**src/rtl/jtcop_mcu_mbox_pkg.sv**
```systemverilog
// Shared definitions for the Dec0/Robocop CPU <-> i8751 mailbox.
// Contents:
//   state_t      mailbox FSM encoding
//   P2_*         bit positions inside MCU port 2
//   STB_*        positions of the port-2 strobes inside the sampled nibble p2o[7:4]
//   ST_*_BIT     bit positions of the CPU-visible status word
//   merge_be     byte-enable merge of a 16-bit write
//   status_word  assembles the CPU status word
package jtcop_pkg;

  typedef enum logic [1:0] {
    S_IDLE = 2'd0,
    S_REQ  = 2'd1,
    S_BUSY = 2'd2,
    S_RDY  = 2'd3
  } state_t;

  localparam int P2_ACK  = 3;
  localparam int P2_RDHI = 4;
  localparam int P2_RDLO = 5;
  localparam int P2_WRLO = 6;
  localparam int P2_WRHI = 7;

  // The strobe sampler sees p2o[7:4], so these are P2_* minus 4.
  localparam int STB_RDHI = P2_RDHI - 4;
  localparam int STB_RDLO = P2_RDLO - 4;
  localparam int STB_WRLO = P2_WRLO - 4;
  localparam int STB_WRHI = P2_WRHI - 4;

  localparam int ST_BUSY_BIT = 0;
  localparam int ST_RSPV_BIT = 1;
  localparam int ST_OVR_BIT  = 2;
  localparam int ST_TMO_BIT  = 3;

  // dsn is active-low {UDS, LDS}; a disabled byte keeps its old value.
  function automatic logic [15:0] merge_be(input logic [15:0] old_w,
                                           input logic [15:0] new_w,
                                           input logic [1:0]  dsn);
    logic [15:0] res;
    res = old_w;
    if (!dsn[1]) res[15:8] = new_w[15:8];
    else         res[15:8] = old_w[15:8];
    if (!dsn[0]) res[7:0]  = new_w[7:0];
    else         res[7:0]  = old_w[7:0];
    return res;
  endfunction

  function automatic logic [15:0] status_word(input logic tmo, input logic ovr,
                                              input logic rspv, input logic busy);
    logic [15:0] res;
    res = 16'd0;
    res[ST_TMO_BIT]  = tmo;
    res[ST_OVR_BIT]  = ovr;
    res[ST_RSPV_BIT] = rspv;
    res[ST_BUSY_BIT] = busy;
    return res;
  endfunction

endpackage

```
**src/rtl/jtcop_mcu_mbox_if.sv**
```systemverilog
// Bus bundle between the mailbox and its two clients (68000 side, i8751 side).
// Signals:
//   cpu_cs/cpu_addr/cpu_rnw/cpu_dsn/cpu_dout  CPU access (one-cycle strobe)
//   cpu_din                                   registered read data to CPU
//   mcu_p0o/mcu_p2o                           MCU port outputs
//   mcu_p0i/mcu_intn/mcu_st                   mailbox drive back to the MCU
// Modports: master = the CPU/MCU side, slave = the mailbox.
interface jtcop_mcu_mbox_if;
  logic        cpu_cs;
  logic        cpu_addr;
  logic        cpu_rnw;
  logic [1:0]  cpu_dsn;
  logic [15:0] cpu_dout;
  logic [15:0] cpu_din;
  logic [7:0]  mcu_p0o;
  logic [7:0]  mcu_p2o;
  logic [7:0]  mcu_p0i;
  logic        mcu_intn;
  logic [2:0]  mcu_st;

  modport master (
    output cpu_cs, cpu_addr, cpu_rnw, cpu_dsn, cpu_dout, mcu_p0o, mcu_p2o,
    input  cpu_din, mcu_p0i, mcu_intn, mcu_st
  );

  modport slave (
    input  cpu_cs, cpu_addr, cpu_rnw, cpu_dsn, cpu_dout, mcu_p0o, mcu_p2o,
    output cpu_din, mcu_p0i, mcu_intn, mcu_st
  );
endinterface

```
**src/rtl/jtcop_mcu_mbox_edge.sv**
```systemverilog
// Sampler and falling-edge detector for the four port-2 strobes p2o[7:4].
// Ports:
//   clk, rstn   clock, asynchronous active-low reset
//   i_stb[3:0]  raw strobes (active-low)
//   o_lvl[3:0]  registered strobe levels
//   o_fall[3:0] one-cycle pulse when a sampled strobe goes high -> low
module jtcop_mcu_edge (
  input  logic       clk,
  input  logic       rstn,
  input  logic [3:0] i_stb,
  output logic [3:0] o_lvl,
  output logic [3:0] o_fall
);

  logic [3:0] r_smp;
  logic [3:0] r_prev;

  // Sample strobes and keep the previous sample; reset to the idle (high) level
  always_ff @(posedge clk or negedge rstn) begin
    if (!rstn) begin
      r_smp  <= 4'hF;
      r_prev <= 4'hF;
    end else begin
      r_smp  <= i_stb;
      r_prev <= r_smp;
    end
  end

  assign o_lvl  = r_smp;
  assign o_fall = r_prev & ~r_smp;

endmodule

```
**src/rtl/jtcop_mcu_mbox.sv**
```systemverilog
// Main-CPU side mailbox to the i8751 protection MCU.
// The CPU writes a command word, the MCU is interrupted on INT1, reads the
// command through port 0 under port-2 read strobes and answers with two bytes
// under port-2 write strobes. A watchdog substitutes TOVAL if no answer comes.
// Ports:
//   clk, rstn  clock, asynchronous active-low reset
//   bus        jtcop_mcu_mbox_if.slave (CPU access + MCU ports)
// Parameters:
//   TIMEOUT    cycles allowed from command accept to response
//   TOVAL      response word used on timeout
module jtcop_mcu_mbox
  import jtcop_pkg::*;
#(
  parameter logic [19:0] TIMEOUT = 20'd240000,
  parameter logic [15:0] TOVAL   = 16'hFFFF
) (
  input  logic             clk,
  input  logic             rstn,
  jtcop_mcu_mbox_if.slave  bus
);

  state_t      r_state, w_state_nxt;
  logic [15:0] r_cmd, w_cmd;
  logic [15:0] r_rsp, w_rsp;
  logic [15:0] r_din, w_din;
  logic [7:0]  r_p0i, w_p0i;
  logic        r_intn, w_intn;
  logic [2:0]  r_st, w_st;
  logic        r_tmo, w_tmo;
  logic        r_ovr, w_ovr;
  logic [19:0] r_wd, w_wd;

  logic [3:0]  w_lvl;
  logic [3:0]  w_fall;
  logic        w_busy, w_rspv, w_expire;
  logic        w_wr_data, w_wr_stat, w_rd_data, w_rd_stat;
  logic [19:0] w_wd_inc;

  jtcop_mcu_edge u_edge (
    .clk    (clk),
    .rstn   (rstn),
    .i_stb  (bus.mcu_p2o[7:4]),
    .o_lvl  (w_lvl),
    .o_fall (w_fall)
  );

  assign w_busy    = (r_state == S_REQ) || (r_state == S_BUSY);
  assign w_rspv    = (r_state == S_RDY);
  assign w_wr_data = bus.cpu_cs & ~bus.cpu_addr & ~bus.cpu_rnw;
  assign w_wr_stat = bus.cpu_cs &  bus.cpu_addr & ~bus.cpu_rnw;
  assign w_rd_data = bus.cpu_cs & ~bus.cpu_addr &  bus.cpu_rnw;
  assign w_rd_stat = bus.cpu_cs &  bus.cpu_addr &  bus.cpu_rnw;
  assign w_wd_inc  = (r_wd == 20'hFFFFF) ? r_wd : r_wd + 20'd1;
  // r_wd counts completed REQ/BUSY cycles, so the TIMEOUT-th cycle ends the wait.
  assign w_expire  = w_busy && (r_wd >= TIMEOUT - 20'd1);

  // Next-state and next-register values for the whole mailbox
  always_comb begin
    w_state_nxt = r_state;
    w_cmd       = r_cmd;
    w_rsp       = r_rsp;
    w_din       = r_din;
    w_p0i       = r_p0i;
    w_intn      = r_intn;
    w_tmo       = r_tmo;
    w_ovr       = r_ovr;
    w_wd        = r_wd;
    w_st        = {w_busy, w_rspv, r_ovr};

    if (w_wr_stat) begin
      w_ovr = 1'b0;
    end else if (w_wr_data && (r_state != S_IDLE)) begin
      w_ovr = 1'b1;
    end else begin
      w_ovr = r_ovr;
    end

    if (w_rd_data) begin
      w_din = r_rsp;
    end else if (w_rd_stat) begin
      w_din = status_word(r_tmo, r_ovr, w_rspv, w_busy);
    end else begin
      w_din = r_din;
    end

    // High byte has priority when the MCU pulls both read strobes.
    if (w_busy && !w_lvl[STB_RDHI]) begin
      w_p0i = r_cmd[15:8];
    end else if (w_busy && !w_lvl[STB_RDLO]) begin
      w_p0i = r_cmd[7:0];
    end else begin
      w_p0i = r_p0i;
    end

    if (w_busy && w_fall[STB_WRHI]) begin
      w_rsp[15:8] = bus.mcu_p0o;
    end else begin
      w_rsp[15:8] = r_rsp[15:8];
    end

    case (r_state)
      S_IDLE: begin
        if (w_wr_data) begin
          w_cmd       = merge_be(r_cmd, bus.cpu_dout, bus.cpu_dsn);
          w_tmo       = 1'b0;
          w_wd        = 20'd0;
          w_intn      = 1'b0;
          w_state_nxt = S_REQ;
        end else begin
          w_state_nxt = S_IDLE;
        end
      end
      S_REQ, S_BUSY: begin
        w_wd = w_wd_inc;
        // A low-byte write landing on the expiry cycle beats the watchdog.
        if (w_fall[STB_WRLO]) begin
          w_rsp[7:0]  = bus.mcu_p0o;
          w_intn      = 1'b1;
          w_state_nxt = S_RDY;
        end else if (w_expire) begin
          w_rsp       = TOVAL;
          w_tmo       = 1'b1;
          w_intn      = 1'b1;
          w_state_nxt = S_RDY;
        end else if ((r_state == S_REQ) && !bus.mcu_p2o[P2_ACK]) begin
          w_intn      = 1'b1;
          w_state_nxt = S_BUSY;
        end else begin
          w_state_nxt = r_state;
        end
      end
      S_RDY: begin
        if (w_rd_data) begin
          w_state_nxt = S_IDLE;
        end else begin
          w_state_nxt = S_RDY;
        end
      end
      default: begin
        w_state_nxt = S_IDLE;
      end
    endcase
  end

  // State and datapath registers
  always_ff @(posedge clk or negedge rstn) begin
    if (!rstn) begin
      r_state <= S_IDLE;
      r_cmd   <= 16'd0;
      r_rsp   <= 16'd0;
      r_din   <= 16'd0;
      r_p0i   <= 8'h00;
      r_intn  <= 1'b1;
      r_st    <= 3'd0;
      r_tmo   <= 1'b0;
      r_ovr   <= 1'b0;
      r_wd    <= 20'd0;
    end else begin
      r_state <= w_state_nxt;
      r_cmd   <= w_cmd;
      r_rsp   <= w_rsp;
      r_din   <= w_din;
      r_p0i   <= w_p0i;
      r_intn  <= w_intn;
      r_st    <= w_st;
      r_tmo   <= w_tmo;
      r_ovr   <= w_ovr;
      r_wd    <= w_wd;
    end
  end

  assign bus.cpu_din  = r_din;
  assign bus.mcu_p0i  = r_p0i;
  assign bus.mcu_intn = r_intn;
  assign bus.mcu_st   = r_st;

endmodule

```
**src/flat_wrapper.sv**
```systemverilog
// flat-port wrapper written by rule: the top's interface ports become plain ports
module jtcop_mcu_mbox_flat import jtcop_pkg::*;
#(
  parameter logic [19:0] TIMEOUT = 20'd240000,
  parameter logic [15:0] TOVAL   = 16'hFFFF
)
  (clk, rstn, bus_cpu_cs, bus_cpu_addr, bus_cpu_rnw, bus_cpu_dsn, bus_cpu_dout, bus_mcu_p0o, bus_mcu_p2o, bus_cpu_din, bus_mcu_p0i, bus_mcu_intn, bus_mcu_st);
  jtcop_mcu_mbox_if bus_i ();
  input  logic clk;
  input  logic rstn;
  input wire logic [$bits(bus_i.cpu_cs)-1:0] bus_cpu_cs;
  input wire logic [$bits(bus_i.cpu_addr)-1:0] bus_cpu_addr;
  input wire logic [$bits(bus_i.cpu_rnw)-1:0] bus_cpu_rnw;
  input wire logic [$bits(bus_i.cpu_dsn)-1:0] bus_cpu_dsn;
  input wire logic [$bits(bus_i.cpu_dout)-1:0] bus_cpu_dout;
  input wire logic [$bits(bus_i.mcu_p0o)-1:0] bus_mcu_p0o;
  input wire logic [$bits(bus_i.mcu_p2o)-1:0] bus_mcu_p2o;
  output wire logic [$bits(bus_i.cpu_din)-1:0] bus_cpu_din;
  output wire logic [$bits(bus_i.mcu_p0i)-1:0] bus_mcu_p0i;
  output wire logic [$bits(bus_i.mcu_intn)-1:0] bus_mcu_intn;
  output wire logic [$bits(bus_i.mcu_st)-1:0] bus_mcu_st;
  assign bus_i.cpu_cs = bus_cpu_cs;
  assign bus_i.cpu_addr = bus_cpu_addr;
  assign bus_i.cpu_rnw = bus_cpu_rnw;
  assign bus_i.cpu_dsn = bus_cpu_dsn;
  assign bus_i.cpu_dout = bus_cpu_dout;
  assign bus_i.mcu_p0o = bus_mcu_p0o;
  assign bus_i.mcu_p2o = bus_mcu_p2o;
  assign bus_cpu_din = bus_i.cpu_din;
  assign bus_mcu_p0i = bus_i.mcu_p0i;
  assign bus_mcu_intn = bus_i.mcu_intn;
  assign bus_mcu_st = bus_i.mcu_st;
  jtcop_mcu_mbox #(.TIMEOUT(TIMEOUT), .TOVAL(TOVAL)) u_core (.clk(clk), .rstn(rstn), .bus(bus_i));
endmodule
```
**config.mk**
```make
export PLATFORM = sky130hd
export DESIGN_NAME = jtcop_mcu_mbox_flat
export DESIGN_NICKNAME = d
export VERILOG_FILES = /design/src/rtl/jtcop_mcu_mbox_pkg.sv /design/src/rtl/jtcop_mcu_mbox_if.sv /design/src/rtl/jtcop_mcu_mbox_edge.sv /design/src/rtl/jtcop_mcu_mbox.sv /design/src/flat_wrapper.sv
export SDC_FILE = /design/constraint.sdc
export NUM_CORES = 1
export LEC_CHECK = 0
export CELL_PAD_IN_SITES_DETAIL_PLACEMENT = 1
export CELL_PAD_IN_SITES_GLOBAL_PLACEMENT = 1
export CORE_MARGIN = 10
export CORE_UTILIZATION = 41
export CTS_CLUSTER_SIZE = 10
export DETAILED_ROUTE_END_ITERATION = 10
export GPL_TIMING_DRIVEN = 1
export PLACE_DENSITY_LB_ADDON = 0.1
export SLEW_MARGIN = 10
export SYNTH_ARGS = -nofsm -noshare
export SYNTH_HDL_FRONTEND = slang
export SYNTH_SLANG_ARGS = --single-unit
```
**constraint.sdc**
```tcl
create_clock -name clk -period 2.65 [get_ports clk]
set_clock_uncertainty 0.1 [all_clocks]
set_input_delay 0.265 -clock clk [delete_from_list [all_inputs] [get_ports clk]]
set_output_delay 0.265 -clock clk [all_outputs]
set_load 0.02 [all_outputs]
```
# --- After elaboration in Yosys (flattened, before gate mapping) ---
# Cells that the tools add are included.
classes:
  bitwise_logic: 12
  shifts: 0
  order_cmp: 1
  n_reduce_logical: 24
  n_addsub: 1
  n_mux: 28
  multipliers: 0
  n_div: 0
  eq_ne: 9
ops:
  columns: ["cell", "count"]
  rows:
  - ["$mux W16", 4]
  - ["$mux W20", 2]
  - ["$mux W8", 5]
  - ["$pmux W20 S2", 1]
  - ["$add A20 B1 Y20 const B", 1]
  - ["$eq A20 B20 Y1 const B", 1]
  - ["$ge A20 B18 Y1 const B", 1]
  - ["$reduce_and A3 Y1", 4]
  - ["$reduce_bool A2 Y1", 6]
  - ["$mux W1", 9]
  - ["$mux W2", 4]
  - ["$and A1 B1 Y1", 6]
  - ["$logic_and A1 B1 Y1", 6]
  - ["$pmux W2 S3", 1]
  - ["$and A4 B4 Y4", 1]
  - ["$eq A2 B2 Y1 const B", 2]
  - ["$ne A2 B1 Y1 const B", 2]
  - ["$ne A2 B2 Y1 const B", 2]
  - ["$ne A4 B2 Y1 const B", 1]
  - ["$not A1 Y1", 4]
  - ["$not A4 Y4", 1]
  - ["$pmux W1 S2", 2]
  - ["$reduce_and A4 Y1", 1]
  - ["$logic_not A1 Y1", 3]
  - ["other kinds (5)", 5]
word_totals:
  mem_bits_ro: 0
  latchBits: 0
  register_bits: 92
  ram_bits: 0
  in_bits: 39
  out_inout_bits: 28
  word_cells: 89
  memories: 0

# --- Longest topological paths before layout ---
logic_depth:
  ltp_word: 7
  ltp_mapped: 8
  ltp_nobuf: 7

# --- By module ---
# From an unflattened synthesis, not the netlist that was laid out.
hier_totals:
  hier_cells: 387
  area_unflattened_um2: 4126.5
by_module_without_submodules:
  columns: ["module", "seq_area_each_um2", "n_inst", "area_each_um2", "cells_per_inst"]
  rows:
  - ["jtcop_mcu_mbox", 2103.3, 1, 3861.2, 375]
  - ["jtcop_mcu_edge", 210.2, 1, 265.3, 12]

# --- Least setup slack after synthesis ---
# No wires, ideal clock.
synth_path:
  path_kind: "register to register"
  startpoint: "register u_core.r_state[0]"
  endpoint: "register u_core.r_rsp[15]"
  setup_slack_ps: 602
  period_less_slack_ps: 2048
  path_stages_with_launch: 8
  arrival_ps: 1875
  n_path_buf: 1
  required_time_ps: 2477
  setup_ps: 73
  path_cell_list: "dfrtp_1 -> inv_1 -> ha_1 -> clkbuf_1 -> inv_1 -> nor3b_1 -> nand2_1 -> nand3_1"
synth_via:
  elab_chain_cells: 7
  word_cells_on_any_way: 10
  classes_between: "2 x eq/ne; 4 x mux; 4 x reduce/logical"
synth_rtl:
  columns: ["item", "line_no", "rtl"]
  rows:
  - ["from (decl)", "jtcop_mcu_mbox.sv:22", "state_t r_state, w_state_nxt;"]
  - ["from (signal assigned)", "jtcop_mcu_mbox.sv:159", "r_state <= w_state_nxt;"]
  - ["$eq A2 B1 Y1 or $eq A2 B2 Y1 (tied branches)", "jtcop_mcu_mbox.sv:47", "assign w_busy = (r_state == S_REQ) || (r_state == S_BUSY);"]
  - ["$logic_or A1 B1 Y1 (*)", "jtcop_mcu_mbox.sv:47", null]
  - ["via u_core.w_busy", "jtcop_mcu_mbox.sv:35", "logic w_busy, w_rspv, w_expire;"]
  - ["$logic_and A1 B1 Y1", "jtcop_mcu_mbox.sv:95", "if (w_busy && w_fall[STB_WRHI]) begin"]
  - ["$mux W8", "jtcop_mcu_mbox.sv:95", null]
  - ["$mux W16", "jtcop_mcu_mbox.sv:120", "end else if (w_expire) begin"]
  - ["$mux W8", "jtcop_mcu_mbox.sv:116", "if (w_fall[STB_WRLO]) begin"]
  - ["$mux W16 (*)", "jtcop_mcu_mbox.sv:101", "case (r_state)"]
  - ["via u_core.w_rsp[15]", "jtcop_mcu_mbox.sv:24", "logic [15:0] r_rsp, w_rsp;"]
  - ["to (signal assigned)", "jtcop_mcu_mbox.sv:161", "r_rsp <= w_rsp;"]
  - ["to (decl)", "jtcop_mcu_mbox.sv:24", null]
# The timed path passes the listed nets; every way through them passes the cells marked *. The select of a mux whose other input is x is not followed.
# A chain may end at the register's enable or synchronous reset.

# --- Worst setup path in the final report ---
layout_path:
  startpoint: "register u_core.r_wd[0]"
  endpoint: "register u_core.r_state[0]"
layout_via:
  elab_chain_cells: 5
  word_cells_on_any_way: 6
  classes_between: "1 x order compare; 1 x eq/ne; 3 x mux; 1 x reduce/logical"
layout_rtl:
  columns: ["item", "line_no", "rtl"]
  rows:
  - ["from (decl)", "jtcop_mcu_mbox.sv:31", "logic [19:0] r_wd, w_wd;"]
  - ["from (signal assigned)", "jtcop_mcu_mbox.sv:168", "r_wd <= w_wd;"]
  - ["$ge A20 B18 Y1 (*)", "jtcop_mcu_mbox.sv:55", "assign w_expire = w_busy && (r_wd >= TIMEOUT - 20'd1);"]
  - ["$logic_and A1 B1 Y1 (*)", "jtcop_mcu_mbox.sv:55", null]
  - ["$mux W2", "jtcop_mcu_mbox.sv:120", null]
  - ["$mux W2", "jtcop_mcu_mbox.sv:116", null]
  - ["$pmux W2 S3", "jtcop_mcu_mbox.sv:101", null]
# Mark *: on every way between the ends. The rest lies on a longest branch, timed or not.

==> flow_metrics.env <==
export IMPL_status="completed"
export IMPL_rows=35
export IMPL_holdBufCountCts=1
export IMPL_antenna_cells=0
export IMPL_max_clock_path_buffers=2
export IMPL_grt_pass1_vias=3247
export IMPL_whs_ps=219.4
export IMPL_synth_nets=418
export IMPL_drive_above_1_share=0.1344
export IMPL_crit_buf_inv=0
export IMPL_crit_type="flip-flop to flip-flop"
export IMPL_die_h_microns=118.1
export IMPL_cts_resized=0
export IMPL_reg2reg_to="u_core.r_state[0]$_DFFE_PN0P_"
export IMPL_cp_top_family="compound AO/OA/AOI/OAI gates"
export IMPL_r2r_start="u_core.r_wd[0]$_DFFE_PN0P_"
export IMPL_core_sq_um=9284
export IMPL_power_total_uw=4618
export IMPL_crit_path_max_incr_delay_ps=420
export IMPL_clkSinkCount=90
export IMPL_vias_per_cell=5.175
export IMPL_rsz0062_at_grt="no"
export IMPL_overflow=0
export IMPL_vdd_drop_max_uv=340.5
export IMPL_yosys_area_top_type="dfrtp_1"
export IMPL_fin_crit_sh=0.8663
export IMPL_syn_avg_cell_area_sq_um=10.54
export IMPL_synthDistinctLibCells=46
export IMPL_grt_pass1_wl_microns=17410
export IMPL_setup_tns_ps=0
export IMPL_cp_depth=7
export IMPL_stdcell_area_sq_um=4976
export IMPL_drtIter0Drc=152
export IMPL_insertion_delay_ps=360
export IMPL_synth_top_cell_area_share=0.5266
export IMPL_grt_usage=0.1521
export IMPL_power_density_nw_per_um2=928.1
export IMPL_required_ps=2760
export IMPL_boundaryPins=67
export IMPL_drc=0
export IMPL_synthFlopType="dfrtp_1"
export IMPL_post_route_util=0.5360
export IMPL_wirelength_microns=10410
export IMPL_syn_area_sq_um=3944
export IMPL_avgRoutedWirePerCell_microns=17.85
export IMPL_drt_antenna_violating_nets=0
export IMPL_drv_slew=0
export IMPL_min_path_type="input port to flip-flop"
export IMPL_tightest_slew_ps=509.3
export IMPL_dp_hpwl_microns=7529
export IMPL_antenna_found_initial=0
export IMPL_synth_edf_count=0
export IMPL_hold_viol=0
export IMPL_setup_viol_count_final=0
export IMPL_dr_pass1_iters=5
export IMPL_ys_warn_count=0
export IMPL_gp_congestion=0.7673
export IMPL_max_slew_margin=0.6579
export IMPL_crit_path_start_kind="flip-flop"
export IMPL_post_cts_setup_buffers=0
export IMPL_vias=3017
export IMPL_endpoint="u_core.r_state[0]$_DFFE_PN0P_"
export IMPL_syn_inst=374
export IMPL_path_max_fanout=9
export IMPL_worst_setup_path_end_kind="flip-flop"
export IMPL_drv_cap=0
export IMPL_nNetsFinal=493
export IMPL_die_w_microns=118.1
export IMPL_root_buffer="clkbuf_8"
export IMPL_crit_arrival_ps=2410
export IMPL_grt_max_degree=57
export IMPL_areaGrowthSynthToFinish_pct=26.17
export IMPL_placed_area_sq_um=4781
export IMPL_seq_area_frac_synth=0.5733
export IMPL_slowest_stage="dfrtp_1"
export IMPL_port_buffers=63
export IMPL_cts_max_level=3
export IMPL_p_leak_uw=0.002181
export IMPL_path_cells="ha_1, and2_1, a21oi_1, o211ai_1, o21a_1, o31ai_1, o21ai_0"
export IMPL_cts_clk_slew_worst_paths_ps=80
export IMPL_fmax_ghz=0.4356
export IMPL_dieArea_sq_um=13940
export IMPL_r2r_worst_path_cells=7
export IMPL_fin_crit_ps=2296
export IMPL_initial_core_util=0.4248
export IMPL_netlist_top_cells_area="dfrtp_1, nand2_1, mux2_2, dfstp_2, o21ai_0"
export IMPL_r2r_slack_ps=350
export IMPL_synth_async_reset_ratio=1.000
export IMPL_ys_seq_elements=90
export IMPL_tritoncts="yes"
export IMPL_startpoint="u_core.r_wd[0]$_DFFE_PN0P_"
export IMPL_cts_buffers_inserted=9
-- worst reg2reg max path: stages (launching register included) --
cell,delay [ps]
dfrtp_1,420
ha_1,250
and2_1,250
a21oi_1,190
o211ai_1,200
o21a_1,370
o31ai_1,280
o21ai_0,110
-- cell families after synthesis --
logic type | synth area share
simple gates | 0.1862
xor+xnor | 0.02887
compound gates | 0.1164
buf+inv | 0.02062
mux | 0.05869
flops | 0.5733
fa+ha+maj | 0.01586
-- cells in the final DEF (no fill, tap or decap), types with 3 or more instances in the layout --
cell type         n
a21oi_1          14
and3_1            6
and4_1            3
buf_4            12
clkbuf_8         10
clkdlybuf4s50_1  62
dfrtp_1          83
dfstp_2           7
ha_1              5
inv_1             7
mux2_2           17
mux2i_1           4
nand2_1          66
nand3_1          15
nand4_1           7
nor2_1           39
o21ai_0          32
o22a_1            9
xnor2_1           5
xor2_1            8
-- synthesized netlist by cell type (2+ instances only) --
cell / count
nor3b_1: 2
nand4_1: 7
and4_1: 3
mux2_2: 17
and3_1: 6
nand3_1: 15
o22a_1: 9
a31oi_1: 2
nand2_1: 66
mux2i_1: 4
inv_1: 7
dfstp_2: 7
xor2_1: 8
and2_1: 2
nor2_1: 39
clkbuf_1: 9
ha_1: 5
or3_1: 2
dfrtp_1: 83
xnor2_1: 5
nand4b_1: 2
buf_2: 2
a21oi_1: 14
nor4_1: 2
a211oi_1: 2
nand2b_1: 2
o21ai_0: 32
o21a_1: 2
-- layout make-up --
cell class	instances	area (sq um)
Fill cell	1042	4308
Sequential cell	90	2261
Multi-Input combinational cell	265	1602
Timing Repair Buffer	76	740.7
Tap cell	129	161.4
Clock buffer	10	137.6
Clock inverter	6	47.55
Inverter	7	26.28
-- state kept, by name, summed over array words and instances (netlist names) --
register and cells:
u_core.r_wd 20, u_core.r_state 2, u_core.bus.mcu_intn 1, u_core.bus.mcu_st 3, u_core.u_edge.o_lvl 4, u_core.bus.cpu_din 16, u_core.r_tmo 1, u_core.r_cmd 16
u_core.r_rsp 16, u_core.bus.mcu_p0i 8, u_core.u_edge.r_prev 2, u_core.r_ovr 1
-- per-stage QoR --
stage               cells  setup WS (ps)
floorplan             374          601.6
CTS                   583          350.4
finish                583          354.2
detailed placement    566          136.4
global placement      566          208.3
global route          583          106.3
-- worst min path at each step --
| stage | cells past startpoint | slack [ps] | start | end |
|---|---|---|---|---|
| after floorplan | 0 | -130 | rstn | u_core.bus.cpu_din[0]$_DFFE_PN0P_ |
| after global placement | 1 | 150 | rstn | u_core.bus.cpu_din[14]$_DFFE_PN0P_ |
| after detailed placement | 1 | 150 | rstn | u_core.bus.cpu_din[14]$_DFFE_PN0P_ |
| after CTS | 1 | 200 | bus_mcu_p2o[4] | u_core.u_edge.o_lvl[0]$_DFF_PN1_ |
| after global routing | 1 | 210 | bus_mcu_p2o[4] | u_core.u_edge.o_lvl[0]$_DFF_PN1_ |
| final | 1 | 220 | bus_mcu_p2o[7] | u_core.u_edge.o_lvl[3]$_DFF_PN1_ |
-- metal layers --
layer / vias up / wire length (microns) / global-route usage / share of wire
met4: 0 / 75 / 0.03478 / 0.0072
met2: 50 / 4763 / 0.2375 / 0.46
li1: 1444 / - / - / -
met1: 1518 / 5242 / 0.2049 / 0.50
met3: 5 / 324 / 0.04029 / 0.031
met5: - / 0 / 0 / 0
-- where the power goes --
group | internal [uW] | leakage, uW | switching (uW) | total [uW]
logic | 772 | 0.000969 | 874 | 1650
clock network | 376 | 0.0000933 | 526 | 902
registers | 1820 | 0.00112 | 253 | 2070
Note: power is estimated with default switching activity, not from simulation.
